**src/rtl/sfu_sequencer_pkg.sv**
```systemverilog
// Shared definitions for the SFU sequencer: function-select codes, FSM states
// and the operation classes produced by the decoder.
package sfu_sequencer_pkg;

    localparam logic [4:0] FS_MUL  = 5'b11010;
    localparam logic [4:0] FS_ADC  = 5'b11011;
    localparam logic [4:0] FS_ASR  = 5'b11100;
    localparam logic [4:0] FS_BCLR = 5'b11101;
    localparam logic [4:0] FS_BSET = 5'b11110;
    localparam logic [4:0] FS_BTST = 5'b11111;

    typedef enum logic [1:0] {
        ST_IDLE,
        ST_RUN,
        ST_DONE
    } state_e;

    // BCLR and BSET share one class; the Set bit tells them apart.
    typedef enum logic [2:0] {
        OP_MUL,
        OP_ADC,
        OP_ASR,
        OP_BMOD,
        OP_BTST
    } op_e;

endpackage

```
**src/rtl/sfu_op_decode.sv**
```systemverilog
// Combinational function-select decoder: flags SFU codes and splits them into
// an operation class plus the Set bit used by the bit-modify class.
module sfu_op_decode
    import sfu_sequencer_pkg::*;
(
    input  logic [4:0] FS,
    output logic       is_sfu,
    output op_e        op,
    output logic       set_bit
);

    always_comb begin
        is_sfu  = 1'b1;
        op      = OP_ADC;
        set_bit = 1'b0;
        case (FS)
            FS_MUL:  op = OP_MUL;
            FS_ADC:  op = OP_ADC;
            FS_ASR:  op = OP_ASR;
            FS_BCLR: op = OP_BMOD;
            FS_BSET: begin
                op      = OP_BMOD;
                set_bit = 1'b1;
            end
            FS_BTST: op = OP_BTST;
            default: is_sfu = 1'b0;
        endcase
    end

endmodule

```
**src/rtl/sfu_sequencer.sv**
```systemverilog
// Multi-cycle SFU controller: single-cycle ADC/bit ops, iterative shift-add
// multiply and one-bit-per-cycle arithmetic shift right, with registered flags.
module sfu_sequencer
    import sfu_sequencer_pkg::*;
#(
    parameter int W = 16
) (
    input  logic         clk,
    input  logic         reset,
    input  logic         start,
    input  logic [4:0]   FS,
    input  logic [W-1:0] A,
    input  logic [W-1:0] B,
    input  logic         C_in,
    output logic         ready,
    output logic         busy,
    output logic         done,
    output logic [W-1:0] result,
    output logic         C,
    output logic         Z
);

    localparam int LW = $clog2(W);

    logic            is_sfu;
    op_e             op;
    logic            set_bit;

    state_e          state;
    op_e             op_q;
    logic [2*W-1:0]  prod;
    logic [W-1:0]    mcand;
    logic [W-1:0]    shreg;
    logic [LW-1:0]   cnt;

    logic [LW-1:0]   idx;
    logic [W:0]      adc_sum;
    logic [W-1:0]    bit_mask;
    logic [W-1:0]    bmod_res;
    logic [W:0]      hi_sum;
    logic [2*W-1:0]  prod_next;
    logic [W-1:0]    asr_next;

    sfu_op_decode u_decode (
        .FS      (FS),
        .is_sfu  (is_sfu),
        .op      (op),
        .set_bit (set_bit)
    );

    // Multiply keeps the multiplier in the low half of prod and retires one
    // bit per step by adding into the high half and shifting the whole word.
    always_comb begin
        idx       = B[LW-1:0];
        adc_sum   = {1'b0, A} + {1'b0, B} + {{W{1'b0}}, C_in};
        bit_mask  = {{(W-1){1'b0}}, 1'b1} << idx;
        bmod_res  = set_bit ? (A | bit_mask) : (A & ~bit_mask);
        hi_sum    = {1'b0, prod[2*W-1:W]} + {1'b0, (prod[0] ? mcand : {W{1'b0}})};
        prod_next = {hi_sum, prod[W-1:1]};
        asr_next  = {shreg[W-1], shreg[W-1:1]};
    end

    always_ff @(posedge clk) begin
        if (reset) begin
            state  <= ST_IDLE;
            op_q   <= OP_ADC;
            ready  <= 1'b1;
            busy   <= 1'b0;
            done   <= 1'b0;
            result <= '0;
            C      <= 1'b0;
            Z      <= 1'b0;
            cnt    <= '0;
            prod   <= '0;
            mcand  <= '0;
            shreg  <= '0;
        end else begin
            case (state)
                ST_IDLE: begin
                    done <= 1'b0;
                    if (start && is_sfu) begin
                        op_q  <= op;
                        ready <= 1'b0;
                        busy  <= 1'b1;
                        case (op)
                            OP_MUL: begin
                                prod  <= {{W{1'b0}}, B};
                                mcand <= A;
                                cnt   <= LW'(W - 1);
                                state <= ST_RUN;
                            end
                            OP_ASR: begin
                                shreg <= A;
                                if (idx == '0) begin
                                    result <= A;
                                    C      <= 1'b0;
                                    Z      <= (A == '0);
                                    done   <= 1'b1;
                                    state  <= ST_DONE;
                                end else begin
                                    cnt   <= idx - LW'(1);
                                    state <= ST_RUN;
                                end
                            end
                            OP_ADC: begin
                                result <= adc_sum[W-1:0];
                                C      <= adc_sum[W];
                                Z      <= (adc_sum[W-1:0] == '0);
                                done   <= 1'b1;
                                state  <= ST_DONE;
                            end
                            OP_BMOD: begin
                                result <= bmod_res;
                                C      <= 1'b0;
                                Z      <= (bmod_res == '0);
                                done   <= 1'b1;
                                state  <= ST_DONE;
                            end
                            default: begin
                                result <= A;
                                C      <= 1'b0;
                                Z      <= ~A[idx];
                                done   <= 1'b1;
                                state  <= ST_DONE;
                            end
                        endcase
                    end
                end
                ST_RUN: begin
                    if (op_q == OP_MUL) begin
                        prod <= prod_next;
                        if (cnt == '0) begin
                            result <= prod_next[W-1:0];
                            C      <= |prod_next[2*W-1:W];
                            Z      <= (prod_next[W-1:0] == '0);
                            done   <= 1'b1;
                            state  <= ST_DONE;
                        end else begin
                            cnt <= cnt - LW'(1);
                        end
                    end else begin
                        shreg <= asr_next;
                        if (cnt == '0) begin
                            result <= asr_next;
                            C      <= shreg[0];
                            Z      <= (asr_next == '0);
                            done   <= 1'b1;
                            state  <= ST_DONE;
                        end else begin
                            cnt <= cnt - LW'(1);
                        end
                    end
                end
                default: begin
                    done  <= 1'b0;
                    busy  <= 1'b0;
                    ready <= 1'b1;
                    state <= ST_IDLE;
                end
            endcase
        end
    end

endmodule

```
**config.mk**
```make
export PLATFORM = sky130hd
export DESIGN_NAME = sfu_sequencer
export DESIGN_NICKNAME = d
export VERILOG_FILES = /design/src/rtl/sfu_sequencer_pkg.sv /design/src/rtl/sfu_op_decode.sv /design/src/rtl/sfu_sequencer.sv
export SDC_FILE = /design/constraint.sdc
export NUM_CORES = 1
export LEC_CHECK = 0
export BUFFER_PORTS_ARGS = -buffer_cell sky130_fd_sc_hd__buf_4
export CAP_MARGIN = 30
export CORE_UTILIZATION = 53
export CTS_BUF_LIST = sky130_fd_sc_hd__clkbuf_8 sky130_fd_sc_hd__clkbuf_16
export CTS_CLUSTER_DIAMETER = 150
export DETAILED_ROUTE_END_ITERATION = 16
export PLACE_DENSITY = 0.72
export SYNTH_ARGS = -nofsm -noshare
export SYNTH_HDL_FRONTEND = slang
export SYNTH_SLANG_ARGS = --single-unit
```
**constraint.sdc**
```tcl
create_clock -name clk -period 6.6 [get_ports clk]
set_input_delay 0.33 -clock clk [delete_from_list [all_inputs] [get_ports clk]]
set_output_delay 0.33 -clock clk [all_outputs]
set_load 0.01 [all_outputs]
```
# Word level (Yosys, flattened, before mapping)
# Cells that the tools add are included.
[op_classes] addsub=5 multipliers=0 n_div=0 order_cmp=1 eq_ne=21 n_shift=1 muxes=55 n_bitwise=5 reduce_logical=24
[op_table] operator="16-bit two-way mux" n=9
[op_table] operator="32-bit two-way mux" n=3
[op_table] operator="16-bit zero test" n=5
[op_table] operator="16-bit one-hot mux with 2 select lines" n=2
[op_table] operator="16-bit one-hot mux with 4 select lines" n=1
[op_table] operator="32-bit one-hot mux with 2 select lines" n=1
[op_table] operator="16-bit by 16-bit adder with 17-bit output" n=2
[op_table] operator="5-bit equality test, second input constant" n=6
[op_table] operator="1-bit two-way mux" n=18
[op_table] operator="17-bit by 1-bit adder with 17-bit output" n=1
[op_table] operator="16-bit bitwise AND" n=1
[op_table] operator="16-bit inverter" n=1
[op_table] operator="16-bit bitwise OR" n=1
[op_table] operator="4-bit one-hot mux with 2 select lines" n=2
[op_table] operator="16-bit OR reduction" n=1
[op_table] operator="1-bit by 4-bit << shifter with 16-bit output, first input constant" n=1
[op_table] operator="15-bit two-way mux" n=1
[op_table] operator="4-bit two-way mux" n=3
[op_table] operator="2-bit inequality test, second input constant" n=6
[op_table] operator="1-bit one-hot mux with 2 select lines" n=6
[op_table] operator="3-bit one-hot mux with 4 select lines" n=1
[op_table] operator="4-bit AND reduction" n=3
[op_table] operator="5-bit AND reduction" n=2
[op_table] operator="4-bit zero test" n=2
[op_table] operator="22 further kinds" n=33
[word_totals] reg_bits=94 latchBits=0 ram_bits=0 romBits=0 inputBits=41 output_inout_bits=21 mem_count=0

# Longest topological paths before layout
# Gate-level depths: netlist of run 1.
[depth] ltp_word=8 mapped_depth=13

# Hierarchy
# Synthesis of run 1 repeated with hierarchy kept, for this count alone.
[hier_totals] cells_unflattened=945 area_unflattened_um2=6974.2
[by_module_without_submodules] mod="sfu_sequencer" n_inst=1 cells_per_inst=936 area_per_inst_um2=6901.6 seq_area_each_um2=1881.8
[by_module_without_submodules] mod="sfu_op_decode" n_inst=1 cells_per_inst=9 area_per_inst_um2=72.6 seq_area_each_um2=0.0

# Least setup slack after synthesis of run 1
# No wires, ideal clock.
[synth_timing] path_type="reg2reg" start="register prod[0]" end="register C" setup_ps=131 t_arrival_ps=2728 required_time_ps=6469 setup_slack_ps=3741 stages_incl_launch_ff=14 n_path_buf=1 period_less_slack_ps=2859 path_cell_list="dfxtp_1 > clkbuf_1 > and2_1 > ha_1 > inv_1 > fa_1 > nand2b_1 > a21oi_1 > o21ai_0 > a221o_1 > o21ai_0 > xor2_1 > nor4_1 > a31oi_1"
[synth_between] elab_chain_cells=6
[synth_rtl] item="start: declaration" line="sfu_sequencer.sv:31" rtl="logic [2*W-1:0] prod;"
[synth_rtl] item="start signal: assignment" line="sfu_sequencer.sv:87" rtl="prod <= {{W{1'b0}}, B};"
[synth_rtl] item="start signal: assignment" line="sfu_sequencer.sv:131" rtl="prod <= prod_next;"
[synth_rtl] item="16-bit two-way mux" line="sfu_sequencer.sv:58" rtl="hi_sum = {1'b0, prod[2*W-1:W]} + {1'b0, (prod[0] ? mcand : {W{1'b0}})};"
[synth_rtl] item="16-bit by 16-bit adder with 17-bit output" line="sfu_sequencer.sv:58"
[synth_rtl] item="16-bit OR reduction" line="sfu_sequencer.sv:134" rtl="C <= |prod_next[2*W-1:W];"
[synth_rtl] item="1-bit two-way mux" line="sfu_sequencer.sv:132" rtl="if (cnt == '0) begin"
[synth_rtl] item="1-bit two-way mux" line="sfu_sequencer.sv:130" rtl="if (op_q == OP_MUL) begin"
[synth_rtl] item="1-bit one-hot mux with 2 select lines" line="sfu_sequencer.sv:78" rtl="case (state)"
[synth_rtl] item="end signal: assignment" line="sfu_sequencer.sv:107" rtl="C <= adc_sum[W];"
[synth_rtl] item="end signal: assignment" line="sfu_sequencer.sv:134"
[synth_rtl] item="end signal: assignment" line="sfu_sequencer.sv:145" rtl="C <= shreg[0];"
[synth_rtl] item="end: declaration" line="sfu_sequencer.sv:19" rtl="output logic C,"
# Every way passes these cells. The select of a mux whose other input is x is not followed.
# A chain may end at the register's enable or synchronous reset.

# Final worst setup path of run 1
[layout_timing] start="register op_q[2]" end="register prod[6]"
[layout_between] elab_chain_cells=3
[layout_rtl] item="start: declaration" line="sfu_sequencer.sv:30" rtl="op_e op_q;"
[layout_rtl] item="start signal: assignment" line="sfu_sequencer.sv:82" rtl="op_q <= op;"
[layout_rtl] item="3-bit zero test" line="sfu_sequencer.sv:130"
[layout_rtl] item="2-bit inequality test (no source line)"
[layout_rtl] item="4-bit AND reduction (no source line)"
# Every way passes these cells.

==> flow_summary.json, run 1 <==
{
  "grt_antenna_before_repair": 0,
  "placed_cells": 1149,
  "post_cts_resized": 0,
  "synth_commonest_cells": "180 x nand2_1, 112 x nor2_1, 94 x dfxtp_1",
  "first_pass_iters": 6,
  "io_buffers": 61,
  "yosysWarnings": 0,
  "via_per_inst": 6.40,
  "top_layer": "met4",
  "required_ns": 6.86,
  "syn_area_um2": 6960,
  "rrSetupSlack_ns": 3.20,
  "slew_headroom_pct": 28.3,
  "switching_share_pct": 30.5,
  "placed_area_um2": 7430,
  "cpMostUsedCell": "nand2_1",
  "syn_area_per_cell_um2": 7.17,
  "drtIter0Drc": 1189,
  "synthCells": 971,
  "n_fill_cell": 1236,
  "ir_worst_vdd_v": 0.000129,
  "diodes": 0,
  "arrival_ns": 3.66,
  "drt-total-wl_mm": 23.2,
  "synth_cell_types": 66,
  "cp_num_cells": 5,
  "rr_worst_depth": 5,
  "path_cells": "nor3_2 > nand2_1 > nand2_1 > nor2_1 > a311oi_1",
  "p_int_mw": 0.926,
  "multi_input_area_um2": 4740,
  "die_height_um": 117,
  "timing.fmax_mhz": 295,
  "cts_setup_buffers": 0,
  "syn2layout_area_growth_pct": 10.5,
  "cts_hold_buf": 0,
  "cp_top_family": "simple AND/OR/NAND/NOR gates",
  "criticalPathCategory": "flip-flop to flip-flop",
  "async_flop_share_pct": 0,
  "ant_nets": 0,
  "cts-root-buf": "clkbuf_16",
  "synth_top_area_share_pct": 27.0,
  "io_pins": 62,
  "cts_buffers": 9,
  "holdWs_ns": 0.257,
  "overflow": 0,
  "clkSinkCount": 94,
  "total_power_mw": 1.33,
  "max_stage_delay_ns": 1.01,
  "m1WireLength_mm": 9.97,
  "hold_viol_final": 0,
  "grt_pass1_vias": 6561,
  "start_kind": "flip-flop",
  "fin_cells": 1164,
  "grt_start_max_net_pins": 95,
  "p_per_area_nw_per_um2": 173,
  "synth_largest_area_cell": "dfxtp_1",
  "synth_seq_cells": 94,
  "setup_viol_count_final": 0,
  "synthTopCellsByArea": "dfxtp_1 27%, nand2_1 9.7%, ha_1 6.6%",
  "die-area_um2": 13600,
  "p_comb_share_pct": 19.7,
  "tns_ns": 0,
  "cts_buffer_depth": 2,
  "final_area_um2": 7700,
  "p_seq_share_pct": 43.5,
  "cts_tree": "built",
  "seq_area_frac_synth_pct": 27.0,
  "grt_pass1_wl_mm": 35.7,
  "worstMarginPinSlew_ns": 1.07,
  "drc": 0,
  "skew_ns": 0.0113,
  "wl_per_cell_um": 19.9,
  "wl_met2_mm": 9.69,
  "nNetsFinal": 1069,
  "hpwl_mm": 16.4,
  "slew_viol_final": 0,
  "core-area_um2": 12700,
  "gp_congestion": 0.961,
  "start_util_pct": 54.7,
  "track_usage_pct": 34.7,
  "drv_cap": 0,
  "synth_edf_count": 0,
  "cpMaxStageDelayCell": "nand2_1",
  "syn_nets": 1052,
  "drive_gt1_share_pct": 9.78,
  "crit_buf_inv": 0,
  "path_clk_slew_ns": 0.07,
  "r2r_end": "prod[6]",
  "met3_length_mm": 2.36,
  "r2r_start": "op_q[2]",
  "clock_latency_ns": 0.36,
  "clkPwrFrac_pct": 36.8,
  "critPathMaxFanout": 32,
  "p_sw_mw": 0.406,
  "finalCriticalPeriod_ns": 3.40,
  "outcome": "finished clean",
  "seqCellArea_um2": 1880,
  "post-route-period-util_pct": 51.4,
  "num_rows": 41,
  "cp-endpoint": "prod[6]",
  "yosysMostFrequentCell": "nand2_1",
  "cp-end-kind": "flip-flop",
  "dominantRegCellSynth": "dfxtp_1",
  "hold_path.class": "input port to flip-flop",
  "htreeDepth": 3,
  "rsz0062_at_grt": "no",
  "crit_start": "op_q[2]",
  "die_x_um": 117,
  "via_count": 7452,
  "total_leakage_power_nw": 2.92
}
[through the flow]
stage               util [%]  setup WS, ns
CTS                     60.5          3.25
detailed placement      58.4          3.27
floorplan                  -          3.74
global placement        58.4          3.26
finish                  60.5          3.20
global route            60.5          2.86
[flip-flops by register name (all words and copies together) (netlist names)]
signal,cells
prod,32
op_q,3
done,1
shreg,16
mcand,16
Z,1
C,1
cnt,4
busy,1
ready,1
result,16
state,2
[cells by family (layout without fill, tap and decap cells)]
kind of cell	after synthesis	in the layout	share of synthesized area (%)
compound gates	259	259	24.8
xor+xnor	29	29	3.65
fa+ha+maj	40	40	7.51
buf+inv	83	104	5.05
flops	94	94	27.0
mux	7	7	1.73
simple gates	459	459	30.3
[layout by cell type (no fill, tap or decap), drive strengths merged, types with 13 or more instances in the layout]
cell      n
a21oi    80
a311oi   35
a31oi    22
and2     20
buf      69
dfxtp    94
ha       37
inv      22
nand2   180
nand3    37
nor2    112
nor3     23
nor4     16
o21ai    36
xnor2    13
xor2     16
[per-layer routing]
metal  vias up  global-route usage (%)
met4         0                    17.9
met2       440                    50.6
li1       3555                       -
met1      3371                    48.0
met5         -                       0
met3        86                    7.58
[cell type report]
type	count	share of cell area (%)
clock inverter	6	0.504
sequential	94	24.5
timing repair buffer	69	6.73
inverter	20	0.975
clock buffer	9	2.93
multi-input combinational	794	61.6
tap	172	2.80
[worst min-delay path by stage]
stage,slack (ns),cells after the start,to,startpoint
3_3_place_gp,0.44,2,mcand[7],mcand[7]
3_5_place_dp,0.44,2,mcand[0],mcand[0]
4_1_cts,0.25,3,prod[6],B[6]
5_1_grt,0.27,3,prod[15],B[15]
6_report,0.26,3,prod[7],B[7]
2_1_floorplan,0.43,2,mcand[0],mcand[0]
[power by group through the flow]
stage	logic (mW)	registers (mW)	clock network, mW
after floorplan	0.161	0.592	0
after global placement	0.253	0.592	0
after detailed placement	0.253	0.592	0
after CTS	0.254	0.579	0.494
after global routing	0.281	0.580	0.515
final	0.262	0.579	0.491
[worst register-to-register path: stages (launching register included)]
cell and delay (ns):
dfxtp_1 0.33, nor3_2 0.80, nand2_1 0.79, nand2_1 1.02, nor2_1 0.09, a311oi_1 0.28
Note: power is estimated with default switching activity, not from simulation.
==> run 2: changes to the inputs <==
Settings changed: PLACE_DENSITY 0.72 to 0.75.
Clock period 6.6 ns to 2.85 ns, I/O delays scaled along.
==> run 2 against run 1 <==
  * Setup slack worse by 3.0 ns
  * Routed wire length up 5.7%
  * Global-route usage up 2.1 points
  * Highest routed layer unchanged
  * Clock power rose to 2.6 times the previous value
  * Largest cell class unchanged
==> flow_summary.json, run 2 (synthesized netlist as in run 1, its figures left out) <==
{
  "outcome": "finished clean",
  "total_leakage_power_nw": 3.14,
  "grt_pass1_wl_mm": 37.5,
  "nNetsFinal": 1105,
  "hold_viol_final": 0,
  "drc": 0,
  "start_util_pct": 54.7,
  "p_comb_share_pct": 20.3,
  "worstMarginPinSlew_ns": 1.03,
  "drt-total-wl_mm": 24.5,
  "core-area_um2": 12700,
  "criticalPathCategory": "flip-flop to flip-flop",
  "setup_viol_count_final": 0,
  "clkPwrFrac_pct": 38.7,
  "timing.fmax_mhz": 373,
  "p_seq_share_pct": 41.0,
  "cts_hold_buf": 0,
  "num_rows": 41,
  "cts_buffer_depth": 2,
  "via_count": 7689,
  "holdWs_ns": 0.0703,
  "hpwl_mm": 17.8,
  "diodes": 0,
  "io_buffers": 61,
  "p_int_mw": 2.30,
  "die-area_um2": 13600,
  "fin_ws_ns": 0.166,
  "rsz0062_at_grt": "no",
  "grt_pass1_vias": 6758,
  "r2r_start": "prod[0]",
  "grt_antenna_before_repair": 0,
  "first_pass_iters": 6,
  "cts_buffers": 9,
  "clkSinkCount": 94,
  "die_x_um": 117,
  "rrSetupSlack_ns": 0.17,
  "ir_worst_vdd_v": 0.000325,
  "switching_share_pct": 29.8,
  "mostFrequentLayoutCells": "180 x nand2_1, 112 x nor2_1, 102 x buf_4",
  "post-route-period-util_pct": 94.2,
  "track_usage_pct": 36.8,
  "die_height_um": 117,
  "finalCriticalPeriod_ns": 2.68,
  "htreeDepth": 3,
  "ant_nets": 0,
  "hold_depth": 3,
  "required_ns": 3.09,
  "cts-root-buf": "clkbuf_16",
  "min-delay-start": "B[13]",
  "io_pins": 62,
  "cp-end-kind": "flip-flop",
  "path_clk_slew_ns": 0.07,
  "layout_commonest_cell": "nand2_1",
  "r2r_end": "C",
  "gp_congestion": 1.02,
  "drv_cap": 0,
  "largest_reg_flops": 32,
  "overflow": 0,
  "start_kind": "flip-flop",
  "regMostFlops": "prod",
  "drtIter0Drc": 1114,
  "skew_ns": 0.00762,
  "final_area_um2": 8090,
  "min_to": "prod[13]",
  "p_sw_mw": 0.976,
  "total_power_mw": 3.27,
  "rr_worst_depth": 12,
  "via_per_inst": 6.40,
  "wl_per_cell_um": 20.4,
  "grt_start_max_net_pins": 95,
  "placed_area_um2": 7720,
  "hold_path.class": "input port to flip-flop",
  "cts_tree": "built",
  "arrival_ns": 2.92,
  "slew_viol_final": 0,
  "pre_cts_slack_ns": -0.0827,
  "critPathMaxFanout": 3,
  "clock_latency_ns": 0.36,
  "slew_headroom_pct": 31.4,
  "drive_gt1_share_pct": 14.1,
  "p_per_area_nw_per_um2": 404,
  "crit_start": "prod[0]",
  "syn2layout_area_growth_pct": 16.2
}
[run 2: changes by cell type in the layout (fill, tap and decap cells not counted), sizes merged]
cell      before  now
buf           69  105
bufinv         0    1
clkbuf         9   10
clkinv         3    2
clkinvlp       1    2
inv           22   21
[run 2: routing by layer]
metal / track usage, % / vias to the layer above / share of wire [%]
met5: 0 / - / 0
met4: 19.4 / 0 / 5.1
met3: 8.30 / 90 / 11
met2: 53.6 / 430 / 42
met1: 50.5 / 3546 / 41
li1: - / 3623 / -
[run 2: final cells by class]
type | instances | area, um^2
clock buffers | 10 | 239
clock inverters | 6 | 70.1
fillers | 1185 | 4630
inverters | 20 | 75.1
multi-input cells | 794 | 4790
flip-flops and latches | 94 | 1880
well taps | 172 | 215
repair buffers | 105 | 817
[run 2: how the worst max path moves through the flow]
stage,end,slack [ns]
3_5_place_dp,Z,-0.08
5_1_grt,C,0.02
4_1_cts,C,0.005
3_3_place_gp,Z,0.07
6_report,C,0.17
2_1_floorplan,C,0.05
[run 2: power groups by stage]
stage	Combinational (mW)	Sequential [mW]	Clock, mW
3_5_place_dp	0.632	1.37	0
2_1_floorplan	0.373	1.37	0
5_1_grt	0.700	1.34	1.33
3_3_place_gp	0.632	1.37	0
6_report	0.663	1.34	1.27
4_1_cts	0.637	1.34	1.28
[run 2: stage by stage]
step                      utilization, %  instances  TNS, ns
after floorplan                        -        971        0
after global placement              60.7       1184        0
after detailed placement            60.7       1184   -0.209
after CTS                           63.2       1200        0
after global routing                63.6       1201        0
final                               63.6       1201        0
[run 2: timing repair]
item / CTS / global route
gates resized for setup: 2 / 14
hold endpoints to repair: 0 / 0
setup buffers: 0 / 1
pin swaps: 1 / 5
setup endpoints to repair: 1 / 5
[run 2: worst max-delay path, stage by stage, from the launching register on]
cell and delay, ns:
dfxtp_1 0.34, and2_1 0.13, ha_2 0.20, inv_1 0.06, fa_2 0.35, nand2b_4 0.16
a21oi_2 0.17, o21ai_1 0.10, a221o_1 0.41, xor2_2 0.20, nand4_1 0.15, nor4_1 0.21
a31oi_1 0.10
